`src/rtl/regfile_pkg.sv`:
```
// Shared constants for the parametrised register file and its scoreboard.
package regfile_pkg;

    localparam int REGFILE_N_DEF    = 8;
    localparam int REGFILE_NREG_DEF = 8;
    localparam int ZERO_REG         = 0;
    localparam int NRD              = 2;   // number of combinational read ports

endpackage

```
`src/rtl/regfile_scoreboard.sv`:
```
// Pending-write scoreboard: one bit per register, set at issue, cleared by the
// producing write. Drives operand readiness and a sticky WAW error.
module regfile_scoreboard
    import regfile_pkg::*;
#(
    parameter int NREG = REGFILE_NREG_DEF,
    parameter int AW   = $clog2(NREG)
) (
    input  logic            clk,
    input  logic            rst,
    input  logic            clr,
    input  logic            we3,
    input  logic [AW-1:0]   wa3,
    input  logic            iss_v,
    input  logic [AW-1:0]   iss_a,
    input  logic [AW-1:0]   ra1,
    input  logic [AW-1:0]   ra2,
    output logic            rdy1,
    output logic            rdy2,
    output logic [NREG-1:0] pend,
    output logic            err
);

    logic [NREG-1:0] pend_q, pend_nxt, set_vec, clr_vec;
    logic            err_q;
    logic            wr_hit, iss_hit, waw;

    assign wr_hit  = we3   && (wa3   != AW'(ZERO_REG));
    assign iss_hit = iss_v && (iss_a != AW'(ZERO_REG));

    // Set is applied after clear so a re-issue in the write cycle stays pending.
    always_comb begin
        set_vec = '0;
        clr_vec = '0;
        if (iss_hit) set_vec[iss_a] = 1'b1;
        if (wr_hit)  clr_vec[wa3]   = 1'b1;
        pend_nxt = (pend_q & ~clr_vec) | set_vec;
        pend_nxt[ZERO_REG] = 1'b0;
    end

    // A second producer only counts as WAW if the first is not retiring now.
    assign waw = iss_hit && pend_q[iss_a] && !(wr_hit && (wa3 == iss_a));

    always_ff @(posedge clk or negedge rst) begin
        if (!rst) begin
            pend_q <= '0;
            err_q  <= 1'b0;
        end else if (clr) begin
            pend_q <= '0;
            err_q  <= 1'b0;
        end else begin
            pend_q <= pend_nxt;
            if (waw) err_q <= 1'b1;
        end
    end

    // wr_hit already excludes register 0, whose pend bit is never set.
    assign rdy1 = !rst || !pend_q[ra1] || (wr_hit && (wa3 == ra1));
    assign rdy2 = !rst || !pend_q[ra2] || (wr_hit && (wa3 == ra2));

    assign pend = pend_q;
    assign err  = err_q;

endmodule

```
`src/rtl/regfile_sb.sv`:
```
// Register file with two combinational read ports, one write port, same-cycle
// write-through bypass and a pending-write scoreboard. r0 is hardwired to zero.
module regfile_sb
    import regfile_pkg::*;
#(
    parameter  int N    = REGFILE_N_DEF,
    parameter  int NREG = REGFILE_NREG_DEF,
    localparam int AW   = $clog2(NREG)
) (
    input  logic            clk,
    input  logic            rst,
    input  logic            clr,
    input  logic            we3,
    input  logic [AW-1:0]   wa3,
    input  logic [N-1:0]    wd3,
    input  logic [AW-1:0]   ra1,
    input  logic [AW-1:0]   ra2,
    output logic [N-1:0]    rd1,
    output logic [N-1:0]    rd2,
    input  logic            iss_v,
    input  logic [AW-1:0]   iss_a,
    output logic            rdy1,
    output logic            rdy2,
    output logic [NREG-1:0] pend,
    output logic            err
);

    logic [NREG-1:0][N-1:0] regs_q;
    logic                   wr_hit;
    logic [NRD-1:0][AW-1:0] ra;
    logic [NRD-1:0][N-1:0]  rd;

    assign wr_hit = we3 && (wa3 != AW'(ZERO_REG));

    always_ff @(posedge clk or negedge rst) begin
        if (!rst) begin
            regs_q <= '0;
        end else if (clr) begin
            regs_q <= '0;
        end else if (wr_hit) begin
            regs_q[wa3] <= wd3;
        end
    end

    assign ra = {ra2, ra1};

    // Bypass stays live during clr; outputs are forced to zero while in reset.
    for (genvar p = 0; p < NRD; p++) begin : g_rd
        assign rd[p] = (!rst || (ra[p] == AW'(ZERO_REG))) ? '0 :
                       (wr_hit && (wa3 == ra[p]))         ? wd3 :
                                                            regs_q[ra[p]];
    end

    assign rd1 = rd[0];
    assign rd2 = rd[1];

    regfile_scoreboard #(
        .NREG (NREG),
        .AW   (AW)
    ) u_sb (
        .clk   (clk),
        .rst   (rst),
        .clr   (clr),
        .we3   (we3),
        .wa3   (wa3),
        .iss_v (iss_v),
        .iss_a (iss_a),
        .ra1   (ra1),
        .ra2   (ra2),
        .rdy1  (rdy1),
        .rdy2  (rdy2),
        .pend  (pend),
        .err   (err)
    );

endmodule

```
`config.mk`:
```
export PLATFORM = sky130hd
export DESIGN_NAME = regfile_sb
export DESIGN_NICKNAME = d
export VERILOG_FILES = /design/src/rtl/regfile_pkg.sv /design/src/rtl/regfile_scoreboard.sv /design/src/rtl/regfile_sb.sv
export SDC_FILE = /design/constraint.sdc
export NUM_CORES = 1
export LEC_CHECK = 0
export CORE_MARGIN = 5
export CORE_UTILIZATION = 35
export DETAILED_ROUTE_END_ITERATION = 6
export HOLD_SLACK_MARGIN = 0.08
export SYNTH_ARGS = -nofsm -noshare
export SYNTH_HDL_FRONTEND = slang
export SYNTH_SLANG_ARGS = --single-unit
```
`constraint.sdc`:
```
create_clock -name clk -period 2.99 [get_ports clk]
set_input_delay 0.598 -clock clk [delete_from_list [all_inputs] [get_ports clk]]
set_output_delay 0.598 -clock clk [all_outputs]
set_load 0.01 [all_outputs]
```
==> flow_metrics.py, run 1 <==
metrics = {
    "cells_and_area": {
        "layout-drive-gt1-share": 0.259,
        "fillCellCount": 1218,
        "diodes": 0,
        "num-nets-final": 575,
        "layout-area-overhead-vs-synth_pct": 31.9,
    },
    "detailed_routing": {
        "vias_per_cell": 5.78,
        "ant_nets": 0,
        "routed_wl_mm": 15.6,
        "drc": 0,
        "firstDrtPassIters": 5,
        "wl_per_cell_um": 21.5,
        "drt-initial-drc-count": 378,
        "num_vias": 4185,
    },
    "yosys": {
        "synthFlopType": "dfrtp_1",
        "synth_largest_area_cell": "dfrtp_1",
        "synthDistinctLibCells": 34,
        "syn-num-nets": 480,
        "netlist_area_sq_um": 4440,
        "synth_top_area_share": 0.406,
        "ys_ff_latch": 72,
        "async_reset_ff_frac": 1.00,
        "yosys-top-cells-area": "dfrtp_1 (41%), mux4_2 (18%), nand2_1 (10%)",
        "synth_most_common_cell": "nand2_1",
        "synth_edf_count": 0,
        "ys_warn_count": 0,
        "avgSynthCellArea_sq_um": 9.76,
        "yosysSeqAreaShare": 0.406,
        "yosys-top-cells-count": "nand2_1 (118), dfrtp_1 (72), a21oi_1 (60), mux4_2 (35), a211oi_1 (20)",
        "synthesis.instances": 455,
    },
    "grt": {
        "grt.overflow.total": 0,
        "antenna_found_initial": 0,
        "grt_max_degree": 50,
        "grt_usage": 0.216,
        "grt_pass1_wl_mm": 24.1,
        "grt_pass1_vias": 4257,
    },
    "timing": {
        "drv_slew": 0,
        "worstMarginPinSlew_ns": 0.720,
        "fin_crit_sh": 0.983,
        "tns_ns": 0,
        "setup_viol": 0,
        "finalCriticalPeriod_ns": 2.94,
        "relSlewSlack": 0.518,
        "skew_ns": 0.00178,
        "clock.fmax_mhz": 340,
        "rsz0062_at_grt": "no",
        "finalHoldViolCount": 0,
        "setup_slack_ns": 0.0513,
        "whs_ns": 0.116,
    },
    "pwr": {
        "pwr-share-clk": 0.423,
        "leakage_nw": 2.41,
        "p_comb_frac": 0.166,
        "p_sw_frac": 0.264,
        "p_switching_mw": 0.649,
        "p_int_mw": 1.81,
        "p_seq_frac": 0.412,
        "max-vdd-ir-drop_mv": 0.268,
        "power_density_nw_per_um2": 420,
    },
    "cts": {
        "tritoncts": "yes",
        "clkSlewWorstSetupHoldPaths_ns": 0.06,
        "clock-root-buffer": "clkbuf_16",
        "cts_hold_buf": 0,
        "clkLatencyLatePin_ns": 0.34,
        "clock_sinks": 72,
        "numCtsBuffers": 9,
        "cts_max_level": 3,
        "clockBufferDepth": 2,
    },
    "worst_setup_path": {
        "cp-start-kind": "input port",
        "timing.rr.start": "u_sb.pend[2]$_DFF_PN0_",
        "crit_type": "in -> out",
        "crit_family": "buffers and inverters",
        "r2r_slack_ns": 1.59,
        "reg2reg_to": "u_sb.err$_DFFE_PN0P_",
        "cp_slowest_cell": "clkdlybuf4s50_1",
        "reg2reg_depth": 3,
        "crit_path_max_incr_delay_ns": 0.50,
        "crit_buf_inv": 4,
        "critPathCaptureType": "primary output",
        "arrival_ns": 2.34,
        "cp_max_fo": 4,
        "cp_cell_sequence": "clkdlybuf4s50_1, inv_1, or3_4, buf_4, a211oi_1, clkdlybuf4s15_1",
        "crit_required_ns": 2.39,
    },
    "floorplan": {
        "rows": 41,
        "coreArea_sq_um": 12500,
        "ioPinCount": 52,
        "initial_core_util": 0.355,
        "die_h_um": 123,
        "die_w_um": 123,
        "die_area_sq_um": 15000,
    },
    "min_path": {
        "hold_path_class": "in -> async",
    },
    "place": {
        "dp_slack_ns": -0.544,
        "gp_congestion": 0.909,
        "dp_hpwl_mm": 11.3,
        "port_buffers": 50,
    },
    "run": {
        "drv_cap": 0,
    },
    "status": {
        "status": "complete, no violations",
    },
}
[layout make-up]
cell class | count | area, sq um | share of cell area
multi-input combinational | 339 | 2490 | 0.425
sequential | 72 | 1800 | 0.308
timing repair buffer | 124 | 1060 | 0.180
clock buffer | 13 | 280 | 0.0479
tap | 172 | 215 | 0.0367
inverter | 4 | 15.0 | 0.00256
[layer usage]
layer	vias up	wire, um	GRT usage
li1	1830	-	-
met4	0	731	0.108
met3	47	1250	0.0581
met1	2099	6100	0.270
met5	-	0	0
met2	209	7490	0.344
[cell usage in the layout (no fill, tap or decap), drive strengths merged, types with 5 or more instances in the layout]
| cell | instances |
|---|---|
| nand2 | 120 |
| buf | 76 |
| dfrtp | 72 |
| a21oi | 62 |
| mux4 | 35 |
| clkdlybuf4s50 | 21 |
| dlygate4sd2 | 20 |
| a211oi | 20 |
| mux2i | 19 |
| nor4 | 16 |
| clkbuf | 16 |
| nor2b | 13 |
| nor2 | 11 |
| nand2b | 6 |
| nand3 | 6 |
| xnor2 | 5 |
[flip-flops by register name, summed over array words and instances, names as in the netlist]
name / count
u_sb.err: 1
u_sb.pend: 7
regs_q: 64
[worst max path at each step]
stage	from	to	cells past startpoint
4_1_cts	ra2[0]	rd2[4]	7
3_3_place_gp	ra1[2]	rd1[4]	8
5_1_grt	we3	rd1[5]	6
3_5_place_dp	wa3[0]	rd1[0]	7
2_1_floorplan	ra1[2]	rd1[0]	6
6_report	we3	rd1[3]	6
[timing repair]
item / CTS / global route
pin swaps: 1 / 0
buffers inserted: 4 / 0
resized for setup: 46 / 10
gates cloned: 1 / 0
setup endpoints to repair: 18 / 9
[power by group through the flow]
stage,Clock [mW],Combinational (mW),Sequential [mW]
after floorplan,0,0.202,1.02
after global placement,0,0.393,1.03
after detailed placement,0,0.398,1.03
after CTS,1.05,0.405,1.01
after global routing,1.09,0.436,1.01
final,1.04,0.408,1.01
[stage by stage]
stage	cell area, sq um	cells	utilization	total power [mW]
floorplan	4440	455	-	1.23
CTS	5860	724	0.468	2.47
global route	5860	724	0.468	2.54
detailed placement	5500	706	0.440	1.43
global placement	5500	706	0.440	1.42
finish	5860	724	0.468	2.46
[kinds of logic (layout without fill, tap and decap cells)]
group,Yosys count,count (layout),share of synthesized area
DFF,72,72,0.406
AOI/OAI and AO/OA,96,96,0.131
and+or+nand+nor,182,182,0.184
xor gates and xnor gates,6,6,0.0118
buffers and inverters,44,141,0.0465
other,1,1,0.000844
muxes,54,54,0.220
Power figures use the tool's default switching activity.
==> run 2: changes to the inputs <==
--- a/config.mk
+++ b/config.mk
@@ -5,10 +5,11 @@
 export SDC_FILE = /design/constraint.sdc
 export NUM_CORES = 1
 export LEC_CHECK = 0
-export CORE_MARGIN = 5
+export CORE_MARGIN = 2
 export CORE_UTILIZATION = 35
 export DETAILED_ROUTE_END_ITERATION = 6
 export HOLD_SLACK_MARGIN = 0.08
 export SYNTH_ARGS = -nofsm -noshare
 export SYNTH_HDL_FRONTEND = slang
 export SYNTH_SLANG_ARGS = --single-unit
+export TNS_END_PERCENT = 30
==> run 2 against run 1 <==
  * The flow now finishes with violations (negative setup slack)
  * Combinational power is 3% higher
  * Final cell count rose by 0.28%
  * Flip-flop and latch count stayed put
  * Total power fell by 0.51%
  * Clock skew up 0.00078 ns
  * Sequential share of layout area shrank 0.28 points
  * Core utilization grew 0.43 points
  * Sequential power is essentially flat
  * Non-clock buffer count shrank 1
  * Worst hold slack better by 0.41 ns
==> flow_metrics.py, run 2 (same netlist as run 1, synthesis figures left out) <==
metrics = {
    "detailed_routing": {
        "vias_per_cell": 5.74,
        "firstDrtPassIters": 4,
        "ant_nets": 0,
        "routed_wl_mm": 15.5,
        "drt-initial-drc-count": 377,
        "drc": 0,
        "num_vias": 4169,
        "wl_per_cell_um": 21.3,
    },
    "cells_and_area": {
        "num-nets-final": 574,
        "largest_reg_flops": 64,
        "fillCellCount": 1197,
        "layout_commonest_cell": "nand2_1",
        "fin_area_sq_um": 5910,
        "layout.cells.most_common_list": "nand2_1 (118), dfrtp_1 (72), buf_4 (66), a21oi_1 (60), mux4_2 (35)",
        "layout-drive-gt1-share": 0.287,
        "largest_register": "regs_q",
        "diodes": 0,
        "layout-area-overhead-vs-synth_pct": 33.1,
        "final_util": 0.472,
        "fin_cells": 726,
    },
    "worst_setup_path": {
        "crit_family": "buffers and inverters",
        "reg2reg_depth": 3,
        "reg2reg_to": "u_sb.err$_DFFE_PN0P_",
        "crit_required_ns": 2.39,
        "cp_common_cell": "buf_4",
        "timing.rr.start": "u_sb.pend[7]$_DFF_PN0_",
        "crit_path_max_incr_delay_ns": 0.42,
        "cp_max_fo": 5,
        "r2r_slack_ns": 1.63,
        "crit_type": "in -> out",
        "arrival_ns": 2.41,
        "crit_buf_inv": 4,
        "cp_cell_sequence": "dlygate4sd2_1, buf_4, xnor2_2, nand2_2, or3_4, buf_4, a211oi_2, clkdlybuf4s15_2",
        "cp-start-kind": "input port",
        "cp_slowest_cell": "or3_4",
        "critPathCaptureType": "primary output",
    },
    "timing": {
        "finalHoldViolCount": 0,
        "tns_ns": -0.0183,
        "drv_slew": 0,
        "setup_slack_ns": -0.0183,
        "finalCriticalPeriod_ns": 3.01,
        "rsz0062_at_grt": "yes",
        "relSlewSlack": 0.562,
        "skew_ns": 0.00256,
        "whs_ns": 0.523,
        "worstMarginPinSlew_ns": 0.657,
        "fin_crit_sh": 1.01,
        "setup_viol": 1,
        "clock.fmax_mhz": 332,
    },
    "floorplan": {
        "die_area_sq_um": 13600,
        "die_h_um": 117,
        "rows": 41,
        "die_w_um": 117,
        "ioPinCount": 52,
        "coreArea_sq_um": 12500,
        "initial_core_util": 0.355,
    },
    "status": {
        "status": "complete, but fails checks",
        "violations": "negative setup slack",
    },
    "place": {
        "placed_cell_area_sq_um": 5490,
        "gp_congestion": 0.902,
        "dp_cells": 704,
        "dp_hpwl_mm": 10.9,
        "dp_slack_ns": -0.676,
        "port_buffers": 50,
    },
    "cts": {
        "clock-root-buffer": "clkbuf_16",
        "clock_sinks": 72,
        "clkSlewWorstSetupHoldPaths_ns": 0.06,
        "clockBufferDepth": 2,
        "cts_max_level": 3,
        "numCtsBuffers": 9,
        "clkLatencyLatePin_ns": 0.34,
        "tritoncts": "yes",
    },
    "grt": {
        "grt.overflow.total": 0,
        "grt_pass1_vias": 4117,
        "antenna_found_initial": 0,
        "grt_max_degree": 48,
        "grt_usage": 0.243,
        "grt_pass1_wl_mm": 24.1,
    },
    "pwr": {
        "max-vdd-ir-drop_mv": 0.215,
        "power_density_nw_per_um2": 414,
        "leakage_nw": 2.42,
        "power.total_mw": 2.45,
    },
    "min_path": {
        "hp-start": "regs_q[2]$_DFFE_PN0P_",
        "hold_depth": 1,
        "hold_path_end": "regs_q[2]$_DFFE_PN0P_",
        "hold_path_class": "reg -> reg",
    },
    "run": {
        "drv_cap": 0,
    },
}
run 2: changes by cell type in the layout (fill, tap and decap cells not counted), sizes merged:
| cell | delta |
|---|---|
| dlygate4sd2 | -4 |
| clkbuf | +3 |
| clkinv | +2 |
| buf | +1 |
| clkdlybuf4s15 | -1 |
| dlygate4sd3 | +1 |
run 2: worst max-delay path by stage:
stage,to,from,slack [ns],cells after the start
3_5_place_dp,rd2[4],wa3[2],-0.68,7
5_1_grt,rd2[4],wa3[2],-0.07,8
2_1_floorplan,rd1[0],ra1[2],0.55,6
3_3_place_gp,rd2[4],wa3[2],-0.65,7
6_report,rd2[4],wa3[2],-0.02,8
4_1_cts,rd2[7],ra2[0],-0.08,8
run 2: cell type report:
type / count / area [sq um] / share of cell area
Multi-Input combinational cell: 339 / 2560 / 0.434
Sequential cell: 72 / 1800 / 0.305
Timing Repair Buffer: 123 / 1040 / 0.176
Clock buffer: 14 / 264 / 0.0447
Tap cell: 172 / 215 / 0.0364
Inverter: 4 / 15.0 / 0.00254
Clock inverter: 2 / 13.8 / 0.00233
run 2: layer usage:
metal / GRT usage / part of all wire
met5: 0 / 0
met4: 0.0839 / 0.026
met3: 0.0446 / 0.077
met2: 0.381 / 0.47
met1: 0.343 / 0.43
run 2: power breakdown:
| part | total, mW | leakage (nW) | internal (mW) | switching (mW) |
|---|---|---|---|---|
| Combinational | 0.420 | 1.29 | 0.182 | 0.239 |
| Sequential | 1.01 | 0.998 | 0.994 | 0.0172 |
| Clock | 1.02 | 0.137 | 0.608 | 0.408 |
| Total | 2.45 | 2.42 | 1.78 | 0.663 |
run 2: timing repair:
action,CTS,global route
hold buffers,1,0
resized for setup,59,19
pin swaps,1,0
hold endpoints to repair,1,0
buffers inserted,5,0
setup endpoints to repair,18,13
==> run 3: changes to the inputs <==
--- a/config.mk
+++ b/config.mk
@@ -5,7 +5,6 @@
 export SDC_FILE = /design/constraint.sdc
 export NUM_CORES = 1
 export LEC_CHECK = 0
-export CORE_MARGIN = 2
 export CORE_UTILIZATION = 35
 export DETAILED_ROUTE_END_ITERATION = 6
 export HOLD_SLACK_MARGIN = 0.08
==> run 3 against run 2 <==
  * The flow now finishes without violations
  * Total power grew 3.6%
  * Fmax grew 2.5%
  * Sequential share of layout area increased by 0.84 points
  * Flip-flop and latch count unchanged
  * Final cell count down 2.9%
  * Routed wire length fell by 4.4%
  * Critical path depth is 2 lower
  * Design area shrank 2.7%
  * Worst setup slack improved by 0.074 ns
  * Clock-buffer cell count shrank 5
  * Clock power increased by 11%
  * Via count decreased by 1.5%
  * Critical path type unchanged
  * Largest cell class unchanged
  * Largest power group unchanged
==> flow_metrics.py, run 3 (same netlist as run 1, synthesis figures left out) <==
metrics = {
    "place": {
        "dp_hpwl_mm": 10.6,
        "port_buffers": 50,
        "placed_cell_area_sq_um": 5390,
        "dp_slack_ns": -0.546,
        "gp_congestion": 0.893,
    },
    "cells_and_area": {
        "fin_area_sq_um": 5750,
        "num-nets-final": 558,
        "regArea_sq_um": 1800,
        "diodes": 0,
        "layout-drive-gt1-share": 0.250,
        "layout.cells.most_common_list": "nand2_1 (118), dfrtp_1 (72), a21oi_1 (60), buf_4 (53), mux4_2 (35)",
        "largest_register": "regs_q",
        "multi_input_area_sq_um": 2490,
        "largest_reg_flops": 64,
        "layout-area-overhead-vs-synth_pct": 29.5,
        "fillCellCount": 1188,
        "layout_commonest_cell": "nand2_1",
    },
    "floorplan": {
        "initial_core_util": 0.364,
        "die_w_um": 115,
        "die_h_um": 115,
        "rows": 40,
        "coreArea_sq_um": 12200,
        "die_area_sq_um": 13100,
        "ioPinCount": 52,
    },
    "detailed_routing": {
        "drt-initial-drc-count": 301,
        "firstDrtPassIters": 5,
        "num_vias": 4107,
        "routed_wl_mm": 14.8,
        "ant_nets": 0,
        "drc": 0,
        "wl_per_cell_um": 21.0,
        "vias_per_cell": 5.83,
    },
    "grt": {
        "grt_max_degree": 41,
        "grt_pass1_wl_mm": 23.4,
        "antenna_found_initial": 0,
        "grt.overflow.total": 0,
        "grt_usage": 0.244,
        "grt_pass1_vias": 4206,
    },
    "timing": {
        "drv_slew": 0,
        "setup_viol": 0,
        "setup_slack_ns": 0.0559,
        "rsz0062_at_grt": "no",
        "worstMarginPinSlew_ns": 0.637,
        "clock.fmax_mhz": 341,
        "finalCriticalPeriod_ns": 2.93,
        "relSlewSlack": 0.574,
        "finalHoldViolCount": 0,
        "fin_crit_sh": 0.981,
        "skew_ns": 0.00402,
    },
    "cts": {
        "clkSlewWorstSetupHoldPaths_ns": 0.06,
        "tritoncts": "yes",
        "cts_max_level": 3,
        "cts_hold_buf": 0,
        "clock-root-buffer": "clkbuf_16",
        "clock_sinks": 72,
        "numCtsBuffers": 9,
        "clkLatencyLatePin_ns": 0.34,
        "clockBufferDepth": 2,
    },
    "pwr": {
        "power_density_nw_per_um2": 441,
        "leakage_nw": 2.35,
        "max-vdd-ir-drop_mv": 0.384,
    },
    "worst_setup_path": {
        "arrival_ns": 2.34,
        "cp_max_fo": 4,
        "crit_required_ns": 2.39,
        "crit_type": "in -> out",
        "critPathCaptureType": "primary output",
        "cp-start-kind": "input port",
    },
    "min_path": {
        "hold_path_class": "in -> async",
    },
    "status": {
        "status": "complete, no violations",
    },
    "run": {
        "drv_cap": 0,
    },
}
==> run 3: worst max-delay path: stages <==
cell and delay, ns:
clkdlybuf4s50_1 0.52, inv_2 0.09, or3_4 0.43, buf_4 0.17, a211oi_2 0.24, dlygate4sd2_1 0.30
==> run 3: metrics by stage <==
| stage | utilization | TNS [ns] | power (mW) | hold WS, ns | std cells |
|---|---|---|---|---|---|
| 6_report | 0.471 | 0 | 2.54 | 0.122 | 705 |
| 5_1_grt | 0.471 | 0 | 2.62 | 0.117 | 705 |
| 4_1_cts | 0.471 | -0.00886 | 2.55 | 0.114 | 705 |
| 3_5_place_dp | 0.441 | -8.17 | 1.41 | 0.467 | 689 |
| 3_3_place_gp | 0.441 | -8.35 | 1.41 | 0.465 | 689 |
| 2_1_floorplan | - | 0 | 1.23 | 0.302 | 455 |
==> run 3: final timing paths <==
kind / startpoint / end / slack [ns] / depth (start not counted)
worst max-delay path: we3 / rd2[2] / 0.06 / 6
worst min-delay path: rst / regs_q[34]$_DFFE_PN0P_ / 0.12 / 1
worst max register to register: u_sb.pend[3]$_DFF_PN0_ / u_sb.err$_DFFE_PN0P_ / 1.64 / 3
worst min register to register: regs_q[7]$_DFFE_PN0P_ / regs_q[7]$_DFFE_PN0P_ / 0.53 / 1
max in group asynchronous: rst / regs_q[17]$_DFFE_PN0P_ / 2.06 / 2
min in group clk: regs_q[7]$_DFFE_PN0P_ / regs_q[7]$_DFFE_PN0P_ / 0.53 / 1
==> run 3: area by class of cell <==
cell class / instances / area share
Multi-Input combinational cell: 339 / 0.434
Sequential cell: 72 / 0.313
Timing Repair Buffer: 107 / 0.160
Clock buffer: 9 / 0.0392
Tap cell: 168 / 0.0365
Clock inverter: 6 / 0.0148
Inverter: 4 / 0.00261
==> run 3: what timing repair did <==
item                                   4_1_cts  5_1_grt
pin swaps                                    4        1
gates cloned                                 1        0
gates resized for setup                     52        5
setup buffers                                0        0
setup endpoints to repair                   18        1
endpoints found under the hold margin        0        0
==> run 3: per-layer routing <==
layer  wire (um)  track usage  up-vias  share of wire
li1            -            -     1794              -
met1        6170        0.330     2064           0.42
met2        6950        0.376      212           0.47
met3        1220       0.0561       37          0.083
met4         464        0.107        0          0.031
met5           0            0        -              0
==> run 3: power by group <==
group          internal (mW)  switching [mW]
clock network          0.722           0.411
registers              0.994          0.0180
logic                  0.165           0.226
total                   1.88           0.655
